==> config.mk <==
export PLATFORM = sky130hd
export DESIGN_NAME = uart_rx
export DESIGN_NICKNAME = d
export VERILOG_FILES = /design/src/rtl/uart_pkg.sv /design/src/rtl/uart_baud_tick.sv /design/src/rtl/uart_rx.sv
export SDC_FILE = /design/constraint.sdc
export NUM_CORES = 1
export LEC_CHECK = 0
export BUFFER_PORTS_ARGS = -buffer_cell sky130_fd_sc_hd__buf_2
export CAP_MARGIN = 10
export CORE_UTILIZATION = 49
export CTS_CLUSTER_DIAMETER = 60
export DETAILED_ROUTE_END_ITERATION = 6
export PLACE_DENSITY_LB_ADDON = 0.25
export RECOVER_POWER = 100
export SYNTH_ARGS = -nofsm -noshare
export SYNTH_HDL_FRONTEND = slang
export SYNTH_SLANG_ARGS = --single-unit
export TNS_END_PERCENT = 1
==> constraint.sdc <==
create_clock -name clk -period 5.5 [get_ports clk]
set_input_delay 0.275 -clock clk [delete_from_list [all_inputs] [get_ports clk]]
set_output_delay 0.275 -clock clk [all_outputs]
set_load 0.03 [all_outputs]
==> src/rtl/uart_pkg.sv <==
// -----------------------------------------------------------------------------
// uart_pkg
// Types and helpers shared by the UART receiver and transmitter.
//   uart_state_e       : frame-level FSM state encoding
//   CLOCK_FREQ_DEFAULT : default system clock in Hz
//   BAUD_DEFAULT       : default line rate in bits/s
//   calc_div()         : clk cycles per oversampling tick (integer floor)
// Configuration macro: UART_RX_PARITY_EN adds the PARITY state.
// -----------------------------------------------------------------------------
package uart_pkg;

    localparam int CLOCK_FREQ_DEFAULT = 16000000;
    localparam int BAUD_DEFAULT       = 9600;

    typedef enum logic [2:0] {
        IDLE      = 3'd0,
        START     = 3'd1,
        DATA      = 3'd2,
        STOP      = 3'd3,
`ifdef UART_RX_PARITY_EN
        WAIT_HIGH = 3'd4,
        PARITY    = 3'd5
`else
        WAIT_HIGH = 3'd4
`endif
    } uart_state_e;

    function automatic int calc_div(input int clock_freq, input int baud,
                                    input int oversample);
        return clock_freq / (baud * oversample);
    endfunction

endpackage

==> src/rtl/uart_baud_tick.sv <==
// -----------------------------------------------------------------------------
// uart_baud_tick
// Free-running divider producing a one-clk tick every DIV cycles.
//   clk   : system clock
//   rst_n : asynchronous active-low reset
//   clr   : synchronous clear, restarts the count at 0
//   tick  : high for one clk when the counter is at DIV-1
// -----------------------------------------------------------------------------
module uart_baud_tick #(
    parameter int DIV = 104
) (
    input  logic clk,
    input  logic rst_n,
    input  logic clr,
    output logic tick
);

    localparam int CW = (DIV > 1) ? $clog2(DIV) : 1;
    localparam logic [CW-1:0] LAST = CW'(DIV - 1);

    logic [CW-1:0] cnt_q, cnt_d;

    always_comb begin
        tick = (cnt_q == LAST);
        if (clr || tick) begin
            cnt_d = '0;
        end else begin
            cnt_d = cnt_q + 1'b1;
        end
    end

    always_ff @(posedge clk or negedge rst_n) begin
        if (!rst_n) begin
            cnt_q <= '0;
        end else begin
            cnt_q <= cnt_d;
        end
    end

endmodule

==> src/rtl/uart_rx.sv <==
// -----------------------------------------------------------------------------
// uart_rx
// Oversampling UART receiver: start/stop framed, LSB first.
//   clk        : system clock
//   rst_n      : asynchronous active-low reset
//   rx         : asynchronous serial line, idle high
//   data_out   : received character (held stable while valid)
//   valid      : data_out holds an unconsumed character
//   ready      : consumer takes data_out when valid && ready
//   busy       : frame in progress (state != IDLE)
//   frame_err  : one-clk pulse, stop bit sampled low
//   overrun    : one-clk pulse, character dropped because valid was held
//   parity_err : one-clk pulse with delivery on parity mismatch
//                (only with UART_RX_PARITY_EN)
//   state_dbg  : current FSM state, for observation
// Handshake: valid rises with a new character and stays high, with data_out
// frozen, until the first cycle where ready is also high; a character
// arriving while valid && !ready is dropped and reported on overrun.
// Configuration macro: UART_RX_PARITY_EN.
// -----------------------------------------------------------------------------
module uart_rx
    import uart_pkg::*;
#(
    parameter int CLOCK_FREQ = CLOCK_FREQ_DEFAULT,
    parameter int BAUD       = BAUD_DEFAULT,
    parameter int OVERSAMPLE = 16,
    parameter int WIDTH      = 8,
`ifdef UART_RX_PARITY_EN
    parameter int PARITY_ODD = 0,
`endif
    parameter int STOP_BITS  = 1
) (
    input  logic             clk,
    input  logic             rst_n,
    input  logic             rx,
    output logic [WIDTH-1:0] data_out,
    output logic             valid,
    input  logic             ready,
    output logic             busy,
    output logic             frame_err,
    output logic             overrun,
`ifdef UART_RX_PARITY_EN
    output logic             parity_err,
`endif
    output uart_state_e      state_dbg
);

    localparam int DIV = calc_div(CLOCK_FREQ, BAUD, OVERSAMPLE);
    localparam int OSW = $clog2(OVERSAMPLE);
    localparam int BW  = $clog2(WIDTH + 1);
    localparam logic [OSW-1:0] OS_LAST   = OSW'(OVERSAMPLE - 1);
    localparam logic [OSW-1:0] HALF_LAST = OSW'(OVERSAMPLE / 2 - 1);
    localparam logic [BW-1:0]  BIT_LAST  = BW'(WIDTH - 1);
    localparam logic           STOP_LAST = 1'(STOP_BITS - 1);

    uart_state_e      state_q, state_d;
    logic             sync1_q, sync1_d, sync2_q, sync2_d;
    logic [OSW-1:0]   os_q, os_d;
    logic [BW-1:0]    bit_q, bit_d;
    logic             stop_q, stop_d;
    logic [WIDTH-1:0] shreg_q, shreg_d;
    logic [WIDTH-1:0] data_q, data_d;
    logic             valid_q, valid_d;
    logic             frame_err_q, frame_err_d;
    logic             overrun_q, overrun_d;
`ifdef UART_RX_PARITY_EN
    logic             par_bit_q, par_bit_d;
    logic             parity_err_q, parity_err_d;
`endif
    logic             rxs;
    logic             tick;
    logic             clr;
    logic             deliver;

    assign rxs = sync2_q;

    // Counter is restarted on the start edge so samples land mid-bit.
    uart_baud_tick #(.DIV(DIV)) u_tick (
        .clk   (clk),
        .rst_n (rst_n),
        .clr   (clr),
        .tick  (tick)
    );

    always_comb begin
        sync1_d     = rx;
        sync2_d     = sync1_q;
        state_d     = state_q;
        os_d        = os_q;
        bit_d       = bit_q;
        stop_d      = stop_q;
        shreg_d     = shreg_q;
        data_d      = data_q;
        valid_d     = valid_q && !ready;
        frame_err_d = 1'b0;
        overrun_d   = 1'b0;
        clr         = 1'b0;
        deliver     = 1'b0;
`ifdef UART_RX_PARITY_EN
        par_bit_d    = par_bit_q;
        parity_err_d = 1'b0;
`endif
        case (state_q)
            IDLE: begin
                if (!rxs) begin
                    state_d = START;
                    clr     = 1'b1;
                    os_d    = '0;
                end
            end
            START: begin
                if (tick) begin
                    if (os_q == HALF_LAST) begin
                        // A start bit that has returned high by mid-bit is a glitch.
                        os_d    = '0;
                        bit_d   = '0;
                        state_d = rxs ? IDLE : DATA;
                    end else begin
                        os_d = os_q + 1'b1;
                    end
                end
            end
            DATA: begin
                if (tick) begin
                    if (os_q == OS_LAST) begin
                        os_d    = '0;
                        shreg_d = {rxs, shreg_q[WIDTH-1:1]};
                        if (bit_q == BIT_LAST) begin
                            stop_d  = 1'b0;
`ifdef UART_RX_PARITY_EN
                            state_d = PARITY;
`else
                            state_d = STOP;
`endif
                        end else begin
                            bit_d = bit_q + 1'b1;
                        end
                    end else begin
                        os_d = os_q + 1'b1;
                    end
                end
            end
`ifdef UART_RX_PARITY_EN
            PARITY: begin
                if (tick) begin
                    if (os_q == OS_LAST) begin
                        os_d      = '0;
                        par_bit_d = rxs;
                        stop_d    = 1'b0;
                        state_d   = STOP;
                    end else begin
                        os_d = os_q + 1'b1;
                    end
                end
            end
`endif
            STOP: begin
                if (tick) begin
                    if (os_q == OS_LAST) begin
                        os_d = '0;
                        if (!rxs) begin
                            frame_err_d = 1'b1;
                            state_d     = WAIT_HIGH;
                        end else if (stop_q == STOP_LAST) begin
                            deliver = 1'b1;
                            state_d = IDLE;
                        end else begin
                            stop_d = stop_q + 1'b1;
                        end
                    end else begin
                        os_d = os_q + 1'b1;
                    end
                end
            end
            WAIT_HIGH: begin
                // Holding here until the line idles keeps a break to one error.
                if (rxs) begin
                    state_d = IDLE;
                end
            end
            default: state_d = IDLE;
        endcase

        if (deliver) begin
            if (!valid_q || ready) begin
                data_d  = shreg_q;
                valid_d = 1'b1;
`ifdef UART_RX_PARITY_EN
                parity_err_d = ((^shreg_q) ^ par_bit_q) != 1'(PARITY_ODD);
`endif
            end else begin
                overrun_d = 1'b1;
            end
        end
    end

    always_ff @(posedge clk or negedge rst_n) begin
        if (!rst_n) begin
            state_q     <= IDLE;
            sync1_q     <= 1'b1;
            sync2_q     <= 1'b1;
            os_q        <= '0;
            bit_q       <= '0;
            stop_q      <= 1'b0;
            shreg_q     <= '0;
            data_q      <= '0;
            valid_q     <= 1'b0;
            frame_err_q <= 1'b0;
            overrun_q   <= 1'b0;
`ifdef UART_RX_PARITY_EN
            par_bit_q    <= 1'b0;
            parity_err_q <= 1'b0;
`endif
        end else begin
            state_q     <= state_d;
            sync1_q     <= sync1_d;
            sync2_q     <= sync2_d;
            os_q        <= os_d;
            bit_q       <= bit_d;
            stop_q      <= stop_d;
            shreg_q     <= shreg_d;
            data_q      <= data_d;
            valid_q     <= valid_d;
            frame_err_q <= frame_err_d;
            overrun_q   <= overrun_d;
`ifdef UART_RX_PARITY_EN
            par_bit_q    <= par_bit_d;
            parity_err_q <= parity_err_d;
`endif
        end
    end

    assign data_out  = data_q;
    assign valid     = valid_q;
    assign busy      = (state_q != IDLE);
    assign frame_err = frame_err_q;
    assign overrun   = overrun_q;
`ifdef UART_RX_PARITY_EN
    assign parity_err = parity_err_q;
`endif
    assign state_dbg = state_q;

endmodule

==> results of run 1 <==
## sequential cells by signal, indices dropped and copies added, names as in the netlist
register and cells:
data_out 8, frame_err 1, rxs 1, bit_q 4
u_tick.cnt_q 7, shreg_q 8, state_dbg 3, valid 1
os_q 4, overrun 1, sync1_q 1
## metal layers
metal  up-vias  part of all wire  global-route usage
met2        39              0.49               0.323
li1        607                 -                   -
met3         5             0.047              0.0511
met4         0             0.011              0.0465
met5         -                 0                   0
met1       618              0.45               0.259
## area by class of cell
| cell class | instances | area (sq um) | area share |
|---|---|---|---|
| Clock buffer | 5 | 68.8 | 0.0347 |
| Clock inverter | 3 | 23.8 | 0.0120 |
| Timing Repair Buffer | 18 | 70.1 | 0.0353 |
| Inverter | 3 | 11.3 | 0.00568 |
| Tap cell | 46 | 57.6 | 0.0290 |
| Multi-Input combinational cell | 108 | 773 | 0.390 |
| Sequential cell | 39 | 978 | 0.493 |
## worst reg2reg max path: stages (launching register included)
cell	delay, ns
dfrtp_1	0.39
ha_1	0.27
nand2_1	0.19
nor4_1	1.54
mux2_2	0.45
## layout by cell type (no fill, tap or decap), drive strengths merged, types with 3 or more instances in the layout
| cell | netlist | routed |
|---|---|---|
| clkbuf | 4 | 21 |
| dfrtp | 37 | 37 |
| ha | 3 | 3 |
| inv | 3 | 4 |
| mux2 | 17 | 17 |
| nand2 | 7 | 7 |
| nand3 | 5 | 5 |
| nor2 | 18 | 18 |
| nor3 | 4 | 4 |
| nor4 | 4 | 4 |
| nor4b | 3 | 3 |
| o21ai | 6 | 6 |
| xor2 | 4 | 4 |
## how the worst max path moves through the flow
stage                   to  slack (ns)  cells past startpoint
4_1_cts         shreg_q[4]        3.03                      4
2_1_floorplan  data_out[0]        3.50                      5
5_1_grt         shreg_q[2]        2.33                      4
3_5_place_dp    shreg_q[4]        3.10                      4
3_3_place_gp    shreg_q[5]        3.23                      4
6_report        shreg_q[7]        2.55                      4
## kinds of logic (layout without fill, tap and decap cells)
| family | Yosys count | count (layout) |
|---|---|---|
| buffers and inverters | 9 | 29 |
| and+or+nand+nor | 60 | 60 |
| xor gates and xnor gates | 6 | 6 |
| muxes | 17 | 17 |
| adders and majority gates | 3 | 3 |
| DFF | 39 | 39 |
| AOI/OAI and AO/OA | 22 | 22 |
## power by group through the flow
stage,clock (mW),combinational (mW),sequential (mW)
global route,0.214,0.00768,0.289
finish,0.196,0.00616,0.289
detailed placement,0,0.00691,0.295
global placement,0,0.00662,0.295
CTS,0.200,0.00687,0.289
floorplan,0,0.00103,0.294
## per-stage QoR
stage               cell area, sq um   util  setup slack [ns]  power, mW
global route                    1980  0.576              2.33      0.511
detailed placement              1930  0.561              3.10      0.302
CTS                             2020  0.588              3.03      0.496
finish                          1980  0.576              2.55      0.491
floorplan                       1800      -              3.50      0.295
global placement                1930  0.561              3.23      0.301
==> metrics, run 1 <==
Core Region=0.00344 sq mm; P&R area growth vs syn=9.99%; hold crit path type=in2reg; NetSw=0.112 mW; row count=21; adder-cell share of the synthesized area=0.0208; Clk pwr share=0.399; slowest stage delay, CP=1.54 ns; top post-synthesis cells by area=dfrtp_1 (51%), mux2_2 (11%), nor2_1 (3.7%); Starting Density=0.524; simple-gate portion of the synthesized area=0.194; CTS tree=yes; post-cts sizing count=0; CTS buffer count=5; first-pass GRT wire length=6030 microns; WL/cell=15.2 microns; Die X-Extent=62.7 microns; HPWL Detailed=2330 microns; Leak=0.930 nW; Int Pwr=0.379 mW; crit start category=register; die height=62.7 microns; routability congestion estimate=0.813; status=finished, violations left; GRT Overall Usage=0.196; mux contribution to synthesized area=0.106; share of power burned in registers=0.589; Crit Path Max Fanout=11; RR Endpoint=shreg_q[7]; worst path cell trace=ha_1 > nand2_1 > nor4_1 > mux2_2; Ys Warns=0; Post-synth EDFFs=0; Relative slew margins=-0.331; hold buffers post-CTS=0; failing checks=max-capacitance violations, max-slew violations; Netlist cell types=43; worst hold path stage count=1; Max Root-Sink Buffers=2; antenna viol nets, final=0; max_cap viols=3; hold_sp=rx; worst reg-to-reg setup slack=2.55 ns; fin. max-slew vios=61; WS Path Type=reg2reg; flops & latches, synth=39; filler instances=302; CP required=5.68 ns; CP top delay family=simple AND/OR/NAND/NOR gates; proportion of layout cells with a drive suffix above 1=0.153; worst reg2reg path startpoint=u_tick.cnt_q[0]; Post-synth top flop=dfrtp_1; synthesized area=0.00180 sq mm; number of global-route vias before repair=1287; worst slew pin tran=2.00 ns; GRT overflow=0; Max Clock Freq=0.339 GHz; post-synth net total=163; Worst R2R Path Depth=4; ANT cells=0; critical path capture point type=register; Worst Hold End=sync1_q; sequential-to-total area share from yosys stat=0.543; complex-gate fraction of the synthesized area=0.0867; Placed Cells=214; share of the synthesized area in the top cell type=0.514; synth cell count leaders=dfrtp_1 (37), nor2_1 (18), mux2_2 (17); power density over the cells=248 mW/mm^2; area leader, netlist=dfrtp_1; Worst setup startpoint=u_tick.cnt_q[0]; Post-Synth XOR/XNOR Area=0.0291; Mapped Cells=156; clock-pin slew on the worst setup and hold paths=0.08 ns; IO Port Bufs=18; Worst VDD drop=0.000198 V; RSZ-0062 raised after global routing=no; drc violations=0; total negative slack=0 ns; die footprint=0.00393 sq mm; Avg Vias per Cell=5.72; clk_skew=0.00648 ns; Logic pwr share=0.013; largest net degree at the start of global routing=40; Sink Count=39; vias=1269; setup bufs post-CTS=0; Clock Latency Late Sink=0.29 ns; H-tree depth=2; IO Pins=19; layout net count=182; clock root cell=clkbuf_8; crit share post-route=0.537; Non-Filler Instances=222; min Tclk post-route=2.95 ns; largest family of logic cells by synthesized area=simple AND/OR/NAND/NOR gates; Routed WL=3380 microns; Synth async-reset ratio=1.00; synthesized area per cell=11.6 sq um; slowest CP cell=nor4_1; most frequent cell after synthesis=dfrtp_1; DR pass1 iterations=4; final hold violation count=0; drt initial violations=65; # setup viols final=0; Sw Ratio=0.227; CP arrival=3.13 ns; initial antenna violation count=0; worst path bufs/invs=0; final hold slack=0.0749 ns
Power figures use the tool's default switching activity.
==> inputs of run 2 (changes only) <==
==> constraint.sdc (replaced) <==
create_clock -name clk -period 2.65 [get_ports clk]
set_input_delay 0.1325 -clock clk [delete_from_list [all_inputs] [get_ports clk]]
set_output_delay 0.1325 -clock clk [all_outputs]
set_load 0.03 [all_outputs]
==> run 2 against run 1 <==
  * Flip-flop and latch count stayed put
  * Clock skew about the same
  * First-iteration DRC count increased by 34%
  * Sequential power is 110% higher
  * Worst hold slack better by 0.086 ns
  * Clock power grew to 2.5 times the previous value
  * Non-clock buffer count is 3 higher
  * Critical path type unchanged
  * Final cell count is 1.4% higher
  * Critical path depth increased by 1
  * Largest power group unchanged
  * The flow now finishes without violations
  * Combinational power rose by 150%
==> metrics, run 2 (same netlist as run 1, synthesis figures left out) <==
status=completed; Placed Cells=215 (+0.47%); final hold violation count=0 (unchanged); vias=1275 (+0.47%); die footprint=0.00393 sq mm (unchanged); worst hold path stage count=3 (+2); DR pass1 iterations=4 (unchanged); Int Pwr=0.882 mW (+130%); Logic pwr share=0.014 (about the same); clock root cell=clkbuf_8; Avg Vias per Cell=5.67 (-0.87%); row count=21 (unchanged); first-pass GRT wire length=6040 microns (+0.12%); Non-Filler Instances=225 (+1.4%); final hold slack=0.161 ns (+0.0863 ns); slowest stage delay, CP=0.50 ns (-1.04 ns); Max Clock Freq=0.461 GHz (+36%); drc violations=0 (unchanged); IO Port Bufs=18 (unchanged); WL/cell=14.9 microns (-2.1%); WS Path Type=reg2reg; HPWL Detailed=2300 microns (-1.0%); Crit Path Max Fanout=11 (unchanged); post-route cell area=0.00205 sq mm (+3.3%); Routed WL=3350 microns (-0.80%); Worst R2R Path Depth=5 (+1); post-cts sizing count=0 (unchanged); slowest CP cell=clkbuf_1; die height=62.7 microns (unchanged); worst slew pin tran=0.818 ns (-1.18 ns); RSZ-0062 raised after global routing=no; hold buffers post-CTS=2 (+2); Final Power=1.10 mW (+130%); Core Util, Final=0.595 (+0.0193); Leak=0.964 nW (+3.6%); Core Region=0.00344 sq mm (unchanged); largest net degree at the start of global routing=40 (unchanged); pre-CTS setup slack=0.602 ns (-2.50 ns); routability congestion estimate=0.761 (-6.4%); Worst VDD drop=0.000370 V (+87%); CTS tree=yes; post-placement cell area=0.00194 sq mm (+0.39%); hold crit path type=in2reg; initial antenna violation count=0 (unchanged); Sink Count=39 (unchanged); NetSw=0.223 mW (+100%); ANT cells=0 (unchanged); most frequent cells in the layout=dfrtp_1 (37), nor2_1 (18), mux2_2 (16), clkbuf_1 (16), nand2_1 (7); CP arrival=2.35 ns (-0.78 ns); most common cell after layout, fill and taps aside=dfrtp_1; fin. max-slew vios=0 (-100%); post-route setup slack=0.480 ns (-2.07 ns); layout net count=185 (+1.6%); share of power burned in registers=0.543 (-0.046); Max Root-Sink Buffers=2 (unchanged); number of global-route vias before repair=1289 (+0.16%); power density over the cells=539 mW/mm^2 (+120%); critical path capture point type=register; P&R area growth vs syn=13.7%; crit share post-route=0.819 (+0.282); clk_skew=0.00679 ns (+0.000312 ns); Clock Latency Late Sink=0.29 ns (about the same); setup bufs post-CTS=0 (unchanged); proportion of layout cells with a drive suffix above 1=0.190 (+0.0365); min Tclk post-route=2.17 ns (-0.783 ns); GRT Overall Usage=0.197 (+0.000868); Sw Ratio=0.202 (-0.0254); max_cap viols=0 (-3); IO Pins=19 (unchanged); clock-pin slew on the worst setup and hold paths=0.08 ns (about the same); Starting Density=0.524 (unchanged); Clk pwr share=0.443 (+0.044); antenna viol nets, final=0 (unchanged); filler instances=295 (-2.3%); Die X-Extent=62.7 microns (unchanged); drt initial violations=87 (+34%); Relative slew margins=0.455 (+0.786); # setup viols final=0 (unchanged); H-tree depth=2 (unchanged); total negative slack=0 ns (unchanged); CP required=2.83 ns (-2.85 ns); GRT overflow=0 (unchanged); worst path cell trace=ha_1 > nand2_1 > nor4_2 > clkbuf_1 > mux2_2; crit start category=register; CTS buffer count=5 (unchanged)
## run 2: power by group through the flow
stage,clock network (mW),registers (mW),logic [mW]
after floorplan,0,0.609,0.00214
after global placement,0,0.612,0.0137
after detailed placement,0,0.612,0.0141
after CTS,0.501,0.600,0.0163
after global routing,0.528,0.600,0.0185
final,0.490,0.600,0.0151
## run 2: routing by layer
layer | global-route usage | wire [microns] | vias to the layer above
li1 | - | - | 609
met1 | 0.260 | 1530 | 619
met2 | 0.315 | 1640 | 43
met3 | 0.0602 | 170 | 4
met4 | 0.0523 | 19 | 0
met5 | 0 | 0 | -
## run 2: area by class of cell
class | count | area, sq um | area share
inverter | 3 | 11.3 | 0.00549
multi-input combinational | 108 | 795 | 0.388
sequential | 39 | 978 | 0.477
timing repair buffer | 21 | 95.1 | 0.0464
tap | 46 | 57.6 | 0.0281
clock buffer | 5 | 68.8 | 0.0336
clock inverter | 3 | 43.8 | 0.0214
## run 2: worst paths after layout
check / startpoint / to / slack, ns
worst max-delay path: u_tick.cnt_q[0] / shreg_q[4] / 0.48
worst min-delay path: ready / overrun / 0.16
worst max register to register: u_tick.cnt_q[0] / shreg_q[4] / 0.48
worst min register to register: sync1_q / rxs / 0.36
max in group asynchronous: rst_n / os_q[1] / 1.66
min in group asynchronous: rst_n / overrun / 0.48
## run 2: critical path, delay by kind of cell (launching register included)
| family | cells | cell delay [ns] |
|---|---|---|
| adder cells (fa/ha/maj) | 1 | 0.27 |
| buffers and inverters | 1 | 0.50 |
| flip-flops | 1 | 0.39 |
| multiplexers | 1 | 0.40 |
| AND/OR/NAND/NOR | 2 | 0.49 |
